## config.mk

```make
export PLATFORM = sky130hd
export DESIGN_NAME = prefetch_unit
export DESIGN_NICKNAME = d
export VERILOG_FILES = /design/src/rtl/riscy_pkg.sv /design/src/rtl/prefetch_buffer.sv /design/src/rtl/prefetch_unit.sv
export SDC_FILE = /design/constraint.sdc
export NUM_CORES = 1
export LEC_CHECK = 0
export ABC_CLOCK_PERIOD_IN_PS = 6800
export CORE_MARGIN = 4
export CORE_UTILIZATION = 40
export DETAILED_ROUTE_END_ITERATION = 8
export GPL_TIMING_DRIVEN = 0
export PLACE_DENSITY_LB_ADDON = 0.3
export SYNTH_ARGS = -nofsm -noshare
export SYNTH_HDL_FRONTEND = slang
export SYNTH_HIERARCHICAL = 1
export SYNTH_SLANG_ARGS = --single-unit
```

## constraint.sdc

```tcl
create_clock -name clock -period 6.8 [get_ports clock]
set_input_delay 1.36 -clock clock [delete_from_list [all_inputs] [get_ports clock]]
set_output_delay 1.36 -clock clock [all_outputs]
set_load 0.01 [all_outputs]
```

## src/rtl/riscy_pkg.sv

```systemverilog
// Shared constants and helpers for the fetch front end.
// Latency: n/a (declarations only).
// Backpressure: n/a.
package riscy_pkg;

  localparam int          INSTR_W   = 32;
  localparam int          PC_STEP   = 4;
  localparam logic [31:0] NOP_INSTR = 32'h00000013;

  // Ceiling log2 for pointer sizing; clog2(1) == 0.
  function automatic int clog2(input int value);
    int r;
    r = 0;
    for (int i = 0; i < 31; i++) begin
      if ((1 << i) < value) r = i + 1;
    end
    return r;
  endfunction

endpackage

```

## src/rtl/prefetch_buffer.sv

```systemverilog
// Reserve/fill/read ring of DEPTH {pc, instr, filled} entries.
// Latency: a fill is visible at the head one cycle after it is written.
// Backpressure: full blocks reservation upstream; rd_en only when head_vld.
// Ports: flush realigns all pointers to alloc_ptr; alloc_en/alloc_pc reserve an
//        entry, fill_en/fill_instr complete the oldest unfilled one, rd_en pops
//        the head; full/count/inflight/filled_cnt report occupancy.
module prefetch_buffer
  import riscy_pkg::*;
#(
  parameter int DEPTH        = 4,
  parameter int ADDRESS_BITS = 16
) (
  input  logic                    clock,
  input  logic                    reset,
  input  logic                    flush,
  input  logic                    alloc_en,
  input  logic [ADDRESS_BITS-1:0] alloc_pc,
  input  logic                    fill_en,
  input  logic [INSTR_W-1:0]      fill_instr,
  input  logic                    rd_en,
  output logic                    head_vld,
  output logic [ADDRESS_BITS-1:0] head_pc,
  output logic [INSTR_W-1:0]      head_instr,
  output logic                    full,
  output logic [clog2(DEPTH):0]   count,
  output logic [clog2(DEPTH):0]   inflight,
  output logic [clog2(DEPTH):0]   filled_cnt
);

  localparam int IW = clog2(DEPTH);
  localparam int PW = IW + 1;

  logic [PW-1:0]           alloc_ptr_q, alloc_ptr_d;
  logic [PW-1:0]           fill_ptr_q, fill_ptr_d;
  logic [PW-1:0]           rd_ptr_q, rd_ptr_d;
  logic [ADDRESS_BITS-1:0] pc_q    [DEPTH];
  logic [ADDRESS_BITS-1:0] pc_d    [DEPTH];
  logic [INSTR_W-1:0]      instr_q [DEPTH];
  logic [INSTR_W-1:0]      instr_d [DEPTH];
  logic [DEPTH-1:0]        filled_q, filled_d;
  logic [IW-1:0]           alloc_idx, fill_idx, rd_idx;

  assign alloc_idx = alloc_ptr_q[IW-1:0];
  assign fill_idx  = fill_ptr_q[IW-1:0];
  assign rd_idx    = rd_ptr_q[IW-1:0];

  // Entries between rd and fill are the filled ones; between fill and alloc
  // are reserved slots waiting on their memory response.
  assign count      = alloc_ptr_q - rd_ptr_q;
  assign inflight   = alloc_ptr_q - fill_ptr_q;
  assign filled_cnt = fill_ptr_q - rd_ptr_q;
  assign full       = (count == PW'(DEPTH));

  assign head_vld   = filled_q[rd_idx];
  assign head_pc    = pc_q[rd_idx];
  assign head_instr = instr_q[rd_idx];

  // Index collisions cannot occur: alloc never targets the head unless the
  // ring is empty (head unfilled, so no read), and a fill targets an unfilled
  // slot that cannot be read in the same cycle.
  always_comb begin
    alloc_ptr_d = alloc_ptr_q;
    fill_ptr_d  = fill_ptr_q;
    rd_ptr_d    = rd_ptr_q;
    pc_d        = pc_q;
    instr_d     = instr_q;
    filled_d    = filled_q;
    if (flush) begin
      fill_ptr_d = alloc_ptr_q;
      rd_ptr_d   = alloc_ptr_q;
      filled_d   = '0;
    end else begin
      if (alloc_en) begin
        pc_d[alloc_idx] = alloc_pc;
        alloc_ptr_d     = alloc_ptr_q + PW'(1);
      end
      if (fill_en) begin
        instr_d[fill_idx]  = fill_instr;
        filled_d[fill_idx] = 1'b1;
        fill_ptr_d         = fill_ptr_q + PW'(1);
      end
      if (rd_en) begin
        filled_d[rd_idx] = 1'b0;
        rd_ptr_d         = rd_ptr_q + PW'(1);
      end
    end
  end

  always_ff @(posedge clock or negedge reset) begin
    if (!reset) begin
      alloc_ptr_q <= '0;
      fill_ptr_q  <= '0;
      rd_ptr_q    <= '0;
      filled_q    <= '0;
      for (int i = 0; i < DEPTH; i++) begin
        pc_q[i]    <= '0;
        instr_q[i] <= '0;
      end
    end else begin
      alloc_ptr_q <= alloc_ptr_d;
      fill_ptr_q  <= fill_ptr_d;
      rd_ptr_q    <= rd_ptr_d;
      filled_q    <= filled_d;
      pc_q        <= pc_d;
      instr_q     <= instr_d;
    end
  end

endmodule

```

## src/rtl/prefetch_unit.sv

```systemverilog
// Instruction prefetcher: in-order fetch requests, DEPTH-entry buffer, decode handshake.
// Latency: response to out_valid is 1 cycle; first request in the first cycle after reset.
// Backpressure: requests stop when reserved+buffered entries reach DEPTH; out_ready stalls the head.
// Ports: imem_req_* fetch request, imem_rsp_* in-order responses, redirect_* flush and
//        restart, out_* head instruction and its PC. Defining PREFETCH_STATS_EN adds
//        stat_fetched (out handshakes) and stat_dropped (discarded work, saturating).
module prefetch_unit
  import riscy_pkg::*;
#(
  parameter int                      ADDRESS_BITS = 16,
  parameter int                      DEPTH        = 4,
  parameter logic [ADDRESS_BITS-1:0] RESET_PC     = '0
) (
  input  logic                    clock,
  input  logic                    reset,
  output logic                    imem_req_valid,
  input  logic                    imem_req_ready,
  output logic [ADDRESS_BITS-1:0] imem_req_addr,
  input  logic                    imem_rsp_valid,
  input  logic [INSTR_W-1:0]      imem_rsp_data,
  input  logic                    redirect_valid,
  input  logic [ADDRESS_BITS-1:0] redirect_pc,
  output logic                    out_valid,
  input  logic                    out_ready,
  output logic [INSTR_W-1:0]      out_instr,
  output logic [ADDRESS_BITS-1:0] out_pc
`ifdef PREFETCH_STATS_EN
  ,
  output logic [31:0]             stat_fetched,
  output logic [15:0]             stat_dropped
`endif
);

  localparam int PW = clog2(DEPTH) + 1;

  logic [ADDRESS_BITS-1:0] fetch_pc_q, fetch_pc_d;
  logic [15:0]             drop_cnt_q, drop_cnt_d;
  logic                    buf_full;
  logic [PW-1:0]           buf_count, buf_inflight, buf_filled;
  logic                    dropping, req_fire, rsp_keep, out_fire;

  assign dropping = (drop_cnt_q != 16'd0);

  // Qualifying with reset holds the request low during reset while still
  // letting the first request out in the first cycle after release.
  assign imem_req_valid = reset && !buf_full && !redirect_valid;
  assign imem_req_addr  = fetch_pc_q;
  assign req_fire       = imem_req_valid && imem_req_ready;
  assign rsp_keep       = imem_rsp_valid && !dropping && !redirect_valid;
  assign out_fire       = out_valid && out_ready && !redirect_valid;

  always_comb begin
    fetch_pc_d = fetch_pc_q;
    drop_cnt_d = drop_cnt_q;
    if (redirect_valid) begin
      fetch_pc_d = {redirect_pc[ADDRESS_BITS-1:2], 2'b00};
      // Every reserved-but-unfilled slot has a response still coming; one
      // arriving now is discarded immediately, so it is not counted again.
      drop_cnt_d = drop_cnt_q + 16'(buf_inflight) - 16'(imem_rsp_valid);
    end else begin
      if (req_fire) fetch_pc_d = fetch_pc_q + ADDRESS_BITS'(PC_STEP);
      if (imem_rsp_valid && dropping) drop_cnt_d = drop_cnt_q - 16'd1;
    end
  end

  always_ff @(posedge clock or negedge reset) begin
    if (!reset) begin
      fetch_pc_q <= RESET_PC;
      drop_cnt_q <= '0;
    end else begin
      fetch_pc_q <= fetch_pc_d;
      drop_cnt_q <= drop_cnt_d;
    end
  end

  prefetch_buffer #(
    .DEPTH        (DEPTH),
    .ADDRESS_BITS (ADDRESS_BITS)
  ) u_buf (
    .clock      (clock),
    .reset      (reset),
    .flush      (redirect_valid),
    .alloc_en   (req_fire),
    .alloc_pc   (fetch_pc_q),
    .fill_en    (rsp_keep),
    .fill_instr (imem_rsp_data),
    .rd_en      (out_fire),
    .head_vld   (out_valid),
    .head_pc    (out_pc),
    .head_instr (out_instr),
    .full       (buf_full),
    .count      (buf_count),
    .inflight   (buf_inflight),
    .filled_cnt (buf_filled)
  );

`ifdef PREFETCH_STATS_EN
  logic [31:0] stat_fetched_q, stat_fetched_d;
  logic [15:0] stat_dropped_q, stat_dropped_d;
  logic [16:0] dropped_sum;

  always_comb begin
    stat_fetched_d = stat_fetched_q + 32'(out_fire);
    // Discarded responses plus buffered instructions thrown away by a flush.
    dropped_sum = {1'b0, stat_dropped_q}
                + 17'(imem_rsp_valid && (redirect_valid || dropping))
                + (redirect_valid ? 17'(buf_filled) : 17'd0);
    stat_dropped_d = dropped_sum[16] ? 16'hFFFF : dropped_sum[15:0];
  end

  always_ff @(posedge clock or negedge reset) begin
    if (!reset) begin
      stat_fetched_q <= '0;
      stat_dropped_q <= '0;
    end else begin
      stat_fetched_q <= stat_fetched_d;
      stat_dropped_q <= stat_dropped_d;
    end
  end

  assign stat_fetched = stat_fetched_q;
  assign stat_dropped = stat_dropped_q;

  logic unused_occupancy;
  assign unused_occupancy = ^buf_count;
`else
  logic unused_occupancy;
  assign unused_occupancy = ^{buf_count, buf_filled};
`endif

endmodule

```

== After elaboration in Yosys (flattened, before gate mapping) ==
Cells that the tools add are included.
W data, S select, Z words.

* Word-level logic and storage cells: 92
* Output and inout port bits: 66
* Bits of input ports: 54
* Flip-flop bits (word level): 237

* Muxes and demuxes: 30
* Reduce and logical (&&, ||, !) cells: 22
* Eq/ne operators: 1
* Add/sub/neg operators: 9
* Order comparisons: 9
* Bitwise operators: 7

{| class="wikitable"
|+ Operator list
! operator !! count
|-
| $bwmux W128 || 1
|-
| $mux W16 || 7
|-
| $mux W32 || 3
|-
| $bmux W32 S2 || 1
|-
| $bwmux W64 || 1
|-
| $demux W32 S2 || 1
|-
| $bmux W16 S2 || 1
|-
| $demux W16 S2 || 1
|-
| $add A16 B3 Y16 || 1
|-
| $add A16 B3 Y16 const B || 1
|-
| $mux W4 || 4
|-
| $reduce_bool A16 Y1 || 1
|-
| $sub A16 B1 Y16 || 1
|-
| $sub A16 B1 Y16 const B || 1
|-
| $logic_and A1 B1 Y1 || 12
|-
| $mux W3 || 4
|-
| $add A3 B1 Y3 const B || 3
|-
| $ge A3 B3 Y1 const B || 3
|-
| $not A2 Y3 || 3
|-
| $reduce_bool A2 Y1 || 4
|-
| $lt A2 B3 Y1 const B || 2
|-
| $lt A3 B1 Y1 const B || 2
|-
| $sub A3 B3 Y3 || 2
|-
| $and A4 B4 Y4 || 1
|-
| 10 further kinds || 17
|}

== Logic depth before layout (Yosys ltp) ==
Gate-level depths: netlist of run 1.

* Word-level depth: 10
* Mapped depth: 15
* Mapped depth without buffers: 15

== By module ==
Netlist of run 1, hierarchy kept.

{| class="wikitable"
|+ By module, submodules not included
! module !! area each (um^2) !! instances !! cells each
|-
| prefetch_buffer || 9253.9 || 1 || 554
|-
| prefetch_unit || 2752.6 || 1 || 338
|}

== Worst setup path after synthesis of run 1 ==
No wires, ideal clock.

* Path type: input -> register
* Start point: input imem_rsp_valid
* End point: register drop_cnt_q[14]
* Stages: 10
* Required time: 6.732 ns
* Data arrival time: 3.498 ns
* Slack: 3.234 ns
* Path buffers: 0
* Setup time: 0.068 ns
* Path through: ha_1 -> inv_1 -> ha_1 -> fa_1 -> a21o_1 -> a211oi_1 -> o21ai_0 -> a22oi_1 -> a2bb2oi_1 -> and4b_1

* Longest elaborated chain between the ends: 2
* Elaborated cells on any way between the ends: 4
* Classes of those cells: 1 x add/sub; 1 x mux; 2 x reduce/logical

{| class="wikitable"
|+ Ends and longest elaborated chain
! item !! line !! source
|-
| start, declared || prefetch_unit.sv:19 || <nowiki>input logic imem_rsp_valid,</nowiki>
|-
| $sub A16 B1 Y16 or $logic_and A1 B1 Y1 (tied branches) || prefetch_unit.sv:59, prefetch_unit.sv:62 ||
|-
| $mux W16 or $reduce_bool A2 Y1 (tied branches) || - ||
|-
| end signal, assigned || prefetch_unit.sv:72 || <nowiki>drop_cnt_q <= drop_cnt_d;</nowiki>
|-
| end, declared || prefetch_unit.sv:37 || <nowiki>logic [15:0] drop_cnt_q, drop_cnt_d;</nowiki>
|}

Several ways; a longest one is shown, not always the timed one.
A chain may end at the register's enable or synchronous reset.

== Worst setup path after layout of run 1 ==
* Start point: input reset
* End point: output imem_req_valid

* Longest elaborated chain between the ends: 2

{| class="wikitable"
|+ Ends and longest elaborated chain
! item !! line !! source
|-
| start, declared || prefetch_unit.sv:15 || <nowiki>input logic reset,</nowiki>
|-
| $logic_and A1 B1 Y1 (2 in a row) || prefetch_unit.sv:46 || <nowiki>assign imem_req_valid = reset && !buf_full && !redirect_valid;</nowiki>
|-
| end, declared || prefetch_unit.sv:16 || <nowiki>output logic imem_req_valid,</nowiki>
|}

Every way passes these cells.

==> results of run 1 <==
-- metrics by stage --
stage	util	instances
2_1_floorplan	-	892
3_3_place_gp	0.467	1391
3_5_place_dp	0.470	1393
4_1_cts	0.502	1445
5_1_grt	0.502	1446
6_report	0.502	1446
-- registers in the layout (all words and copies together), names as in the netlist --
| name | flops |
|---|---|
| u_buf/instr_q | 128 |
| u_buf/pc_q | 64 |
| drop_cnt_q | 16 |
| imem_req_addr | 14 |
| u_buf/filled_q | 4 |
| u_buf/alloc_ptr_q | 3 |
| u_buf/fill_ptr_q | 3 |
| u_buf/rd_ptr_q | 3 |
-- power by group --
| group | leakage [nW] | internal [mW] | switching (mW) | total, mW |
|---|---|---|---|---|
| Combinational | 3.28 | 1.15 | 1.19 | 2.34 |
| Clock | 0.451 | 0.869 | 0.592 | 1.46 |
| Sequential | 3.14 | 1.65 | 0.171 | 1.82 |
-- layout by cell type (no fill, tap or decap), drive strengths merged, types with 3 or more instances in the layout --
master	count
nand4	4
a31oi	3
xor2	6
fa	3
clkinvlp	4
clkdlybuf4s50	114
clkbuf	57
dfrtp	235
mux2	193
nand3b	10
a21oi	21
conb	10
nor4	3
mux2i	10
a211oi	9
and3	4
nor3	8
and4b	3
clkinv	5
nand3	14
inv	51
xnor2	31
nand2b	4
nor2	29
mux4	49
nor2b	6
a21o	5
ha	49
o21ai	23
buf	32
a221o	3
nand2	31
-- how the worst max path moves through the flow --
| stage | endpoint | slack (ns) | cells past startpoint |
|---|---|---|---|
| floorplan | drop_cnt_q[14]$_DFFE_PN0P_ | 3.23 | 10 |
| global placement | u_buf/instr_q[67]$_DFFE_PN0P_ | -6.05 | 1 |
| detailed placement | drop_cnt_q[14]$_DFFE_PN0P_ | 1.99 | 11 |
| CTS | imem_req_valid | 2.29 | 4 |
| global route | imem_req_valid | 2.18 | 4 |
| finish | imem_req_valid | 2.34 | 4 |
-- critical path, stage by stage --
cell	delay, ns
buf_8	0.29
buf_16	0.38
nor3b_1	0.36
clkdlybuf4s50_1	0.62
-- per-layer routing --
metal / global-route usage / share of wire / up-vias
met5: 0 / 0 / -
met4: 0.0342 / 0.015 / 0
met3: 0.0247 / 0.035 / 28
met2: 0.269 / 0.49 / 112
met1: 0.221 / 0.46 / 3850
li1: - / - / 3516
-- cell type report --
| class | instances | share of cell area |
|---|---|---|
| Clock inverter | 10 | 0.00532 |
| Inverter | 50 | 0.0129 |
| Multi-Input combinational cell | 563 | 0.388 |
| Sequential cell | 235 | 0.403 |
| Clock buffer | 42 | 0.0585 |
| Antenna cell | 1 | 0.000171 |
| Buffer | 44 | 0.0163 |
| Tap cell | 384 | 0.0329 |
| Timing Repair Buffer | 117 | 0.0830 |
==> results.ini, run 1 <==
[outcome]
run_status=completed

[critical_path]
regToRegEndpoint=drop_cnt_q[14]$_DFFE_PN0P_
crit_type=in -> out
timing.reg2reg.worst_path_depth=15
worstReg2RegStart=u_buf/alloc_ptr_q[0]$_DFFE_PN0P_
cp_data_required_time_ns=5.44
critPathCaptureType=primary output
worst-endpoint-arrival_ns=3.10
reg2reg_setup_slack_ns=2.81
worstSetupStartpointType=primary input
startpoint=reset
largest_driver_fanout_on_the_critical_path=84

[die]
pin_count=120
chipHeight_um=181
core-area_um2=29100
floorplan.die.width_um=181
floorplan.initialDensity=0.410
num_rows=62
area_enclosed_by_the_die_boundary_um2=32700

[global_route]
first_global_vias=7911
grt_first_pass_wirelength_um=43100
pin_count_of_the_biggest_net_entering_global_routing=106
track_usage=0.160
globalRouteOverflowTotal=0
grt_antenna_before_repair=1

[sta]
max_freq_mhz=224
fin_skew_ns=0.0186
fin_worst_hold_slack_ns=0.498
max_slew_margin=0.456
timing_hold_violations_final=0
fin_ws_ns=2.34
worst_tran_pin_value_ns=0.809
setup_viol=0
final.setup.tns_ns=0
finalWorstPathRequiredPeriod_ns=4.46
drv_slew=0
final.period_utilization=0.656
grt_setup_unrepaired=false

[job]
drv_cap=0

[route]
remaining_drc_errors=0
wl_per_instance_um=18.2
antenna_nets_post_route=0
avgViaCountPerCell=5.19
drt_first_pass_iters=4
dr.first_iter.drc_count=384
num_vias=7506
detail_route.wirelength_um=26300

[power]
peakVddDrop_mv=0.216
power.static_leakage_nw=6.87
power_per_cell_area_nw_per_um2=385
report.power.total_mw=5.62

[final_layout]
multiInputGateArea_um2=5660
stdcell_area_um2=14600
syn_to_final_growth_pct=22.3
fill_cells=2542
final_nets=1145
final-seq-area_um2=5880
final_layout_size_suffix_gt1_frac=0.311

[yosys]
syn-cell-area_um2=11900
syn-instance-count=883
synthesis.area_per_instance_um2=13.5
yosys_warnings=6

[cts]
numCtsBuffers=28
worst_skew_pair.late_latency_ns=0.54
resized_after_cts=0
post_cts_buffers=0
root_buffer=clkbuf_16
cts_tree=yes
path_clk_slew_ns=0.06
clock_tree.buffer_depth=3
holdBufCountCts=0
cts_htree_levels=1
clock_sinks=235

[hold_path]
min_path_type=reg -> reg
worstHoldStart=u_buf/instr_q[22]$_DFFE_PN0P_
holdPathStages=1
worst_hold_path.endpoint=u_buf/instr_q[22]$_DFFE_PN0P_

[placed_design]
post_dp_cell_area_um2=13700
dp_slack_ns=1.99
gp_congestion=0.810
dp_hpwl_um=18200
place.port_buffers=115

No activity file was read; power rests on OpenSTA's default activity.
==> run 2: changes to the inputs <==
--- a/config.mk
+++ b/config.mk
@@ -5,7 +5,7 @@
 export SDC_FILE = /design/constraint.sdc
 export NUM_CORES = 1
 export LEC_CHECK = 0
-export ABC_CLOCK_PERIOD_IN_PS = 6800
+export ABC_CLOCK_PERIOD_IN_PS = 4400
 export CORE_MARGIN = 4
 export CORE_UTILIZATION = 40
 export DETAILED_ROUTE_END_ITERATION = 8
==> constraint.sdc (replaced) <==
create_clock -name clock -period 4.4 [get_ports clock]
set_input_delay 0.88 -clock clock [delete_from_list [all_inputs] [get_ports clock]]
set_output_delay 0.88 -clock clock [all_outputs]
set_load 0.01 [all_outputs]
==> results of run 2 <==
The final DEF is identical to that of run 1. Status: completed.
Main changes from that run: setup slack after placement 1.99 ns -> 0.0654 ns; setup slack after layout 2.34 ns -> 0.413 ns; hold slack 0.498 ns -> 0.239 ns; start point of the critical path reset -> u_buf/alloc_ptr_q[0]$_DFFE_PN0P_; end point of the critical path imem_req_valid -> drop_cnt_q[14]$_DFFE_PN0P_; register-to-register setup slack 2.81 ns -> 0.41 ns; total power 5.62 mW -> 8.69 mW; worst IR drop on VDD 0.216 mV -> 0.334 mV
==> run 3: changes to the inputs <==
--- a/config.mk
+++ b/config.mk
@@ -6,8 +6,9 @@
 export NUM_CORES = 1
 export LEC_CHECK = 0
 export ABC_CLOCK_PERIOD_IN_PS = 4400
+export CORE_ASPECT_RATIO = 0.9
 export CORE_MARGIN = 4
-export CORE_UTILIZATION = 40
+export CORE_UTILIZATION = 30
 export DETAILED_ROUTE_END_ITERATION = 8
 export GPL_TIMING_DRIVEN = 0
 export PLACE_DENSITY_LB_ADDON = 0.3
==> results.ini, run 3 (same netlist as run 1, synthesis figures left out) <==
[final_layout]
final_nets=1145  ; unchanged
top_register=u_buf/instr_q  ; unchanged
syn_to_final_growth_pct=24.7  ; was 22.3%
stdcell_area_um2=14900  ; was 14600 um^2
layout.cells.most_common_list=235 x dfrtp_1, 193 x mux2_2, 114 x clkdlybuf4s50_1  ; unchanged
mostFrequentLayoutCell=dfrtp_1  ; unchanged
n_diodes=0  ; was 1
number_of_flip_flops_under_the_largest_register_name=128  ; unchanged
fill_cells=3826  ; was 2542
final_layout_size_suffix_gt1_frac=0.313  ; was 0.311
biggestRegsByFlops=u_buf/instr_q: 128 flops, u_buf/pc_q: 64 flops, drop_cnt_q: 16 flops  ; unchanged

[sta]
worst_tran_pin_value_ns=0.847  ; was 0.809 ns
fin_worst_hold_slack_ns=0.249  ; was 0.239 ns
max_slew_margin=0.430  ; was 0.456
finalWorstPathRequiredPeriod_ns=3.97  ; was 3.99 ns
grt_setup_unrepaired=false  ; unchanged
setup_viol=0  ; unchanged
max_freq_mhz=252  ; was 251 MHz
final.period_utilization=0.903  ; was 0.906
drv_slew=0  ; unchanged
fin_skew_ns=0.0235  ; was 0.0186 ns
timing_hold_violations_final=0  ; unchanged

[die]
pin_count=120  ; unchanged
core-area_um2=39400  ; was 29100 um^2
area_enclosed_by_the_die_boundary_um2=43000  ; was 32700 um^2
floorplan.die.width_um=218  ; was 181 um
num_rows=69  ; was 62
chipHeight_um=197  ; was 181 um
floorplan.initialDensity=0.303  ; was 0.410

[critical_path]
reg2reg_setup_slack_ns=0.44  ; was 0.41 ns
worstSetupStartpointType=flop  ; unchanged
worst-endpoint-arrival_ns=3.09  ; was 4.45 ns
worstReg2RegStart=u_buf/alloc_ptr_q[0]$_DFFE_PN0P_  ; unchanged
cp_data_required_time_ns=3.52  ; was 4.87 ns
crit_type=reg -> out  ; was reg -> reg
regToRegEndpoint=drop_cnt_q[14]$_DFFE_PN0P_  ; unchanged
largest_driver_fanout_on_the_critical_path=7  ; unchanged
critPathCaptureType=primary output  ; was flop
timing.reg2reg.worst_path_depth=15  ; unchanged
startpoint=u_buf/alloc_ptr_q[0]$_DFFE_PN0P_  ; unchanged

[cts]
path_clk_slew_ns=0.06  ; about the same
worst_skew_pair.late_latency_ns=0.57  ; was 0.54 ns
clock_tree.buffer_depth=3  ; unchanged
cts_htree_levels=1  ; unchanged
resized_after_cts=0  ; unchanged
holdBufCountCts=0  ; unchanged
cts_tree=yes  ; unchanged
clock_sinks=235  ; unchanged
root_buffer=clkbuf_16  ; unchanged
numCtsBuffers=28  ; unchanged
post_cts_buffers=0  ; unchanged

[route]
detail_route.wirelength_um=28400  ; was 26300 um
remaining_drc_errors=0  ; unchanged
drt_first_pass_iters=5  ; was 4
avgViaCountPerCell=4.75  ; was 5.19
dr.first_iter.drc_count=430  ; was 384
wl_per_instance_um=17.8  ; was 18.2 um
antenna_nets_post_route=0  ; unchanged
num_vias=7565  ; was 7506

[power]
power_per_cell_area_nw_per_um2=610  ; was 595 nW/um^2
power.static_leakage_nw=6.90  ; was 6.87 nW
peakVddDrop_mv=0.326  ; was 0.334 mV

[global_route]
track_usage=0.133  ; was 0.160
grt_first_pass_wirelength_um=45900  ; was 43100 um
first_global_vias=8149  ; was 7911
globalRouteOverflowTotal=0  ; unchanged
pin_count_of_the_biggest_net_entering_global_routing=96  ; was 106
grt_antenna_before_repair=0  ; was 1

[outcome]
run_status=completed  ; unchanged

[placed_design]
place.port_buffers=115  ; unchanged
dp_hpwl_um=19700  ; was 18200 um
gp_congestion=0.761  ; was 0.810
post_dp_cell_area_um2=13800  ; was 13700 um^2

[hold_path]
min_path_type=in -> async  ; unchanged

[job]
drv_cap=0  ; unchanged

run 3: critical path, cell delays in order (launching register included):
cell and delay, ns:
dfrtp_1 0.40, inv_1 0.23, ha_1 0.21, fa_1 0.45, nand3_1 0.11, mux2i_1 0.11
nor3b_1 0.39, clkdlybuf4s50_1 0.62
run 3: through the flow:
step / setup TNS [ns] / util / std cells / setup WS (ns) / power (mW)
6_report: 0 / 0.378 / 1591 / 0.428 / 9.07
5_1_grt: 0 / 0.378 / 1591 / 0.231 / 9.73
4_1_cts: 0 / 0.378 / 1591 / 0.335 / 9.22
3_5_place_dp: 0 / 0.352 / 1541 / 0.129 / 6.55
3_3_place_gp: -2525.91 / 0.350 / 1539 / -8.12 / 6.51
2_1_floorplan: 0 / - / 892 / 0.907 / 5.43
run 3: cell type report:
cell class	instances	area, um^2	share of cell area
Timing Repair Buffer	117	1210	0.0814
Inverter	50	188	0.0126
Clock inverter	20	323	0.0217
Buffer	44	238	0.0160
Clock buffer	30	718	0.0483
Sequential cell	235	5880	0.395
Multi-Input combinational cell	563	5660	0.380
Tap cell	532	666	0.0447
run 3: power breakdown:
group | switching, mW | internal (mW)
registers | 0.268 | 2.55
logic | 1.90 | 1.78
clock network | 0.984 | 1.60
total | 3.15 | 5.93
run 3: worst max path at each step:
stage          depth (start not counted)                             to
2_1_floorplan                         15     drop_cnt_q[13]$_DFFE_PN0P_
3_3_place_gp                           1  u_buf/instr_q[29]$_DFFE_PN0P_
3_5_place_dp                          11     drop_cnt_q[14]$_DFFE_PN0P_
4_1_cts                                7                 imem_req_valid
5_1_grt                               15     drop_cnt_q[14]$_DFFE_PN0P_
6_report                               7                 imem_req_valid
run 3: per-layer routing:
| layer | vias to the layer above | routed length (um) | track usage |
|---|---|---|---|
| met2 | 129 | 13400 | 0.212 |
| met4 | 0 | 611 | 0.0300 |
| met5 | - | 0 | 0 |
| met1 | 3883 | 13500 | 0.191 |
| li1 | 3514 | - | - |
| met3 | 39 | 963 | 0.0225 |
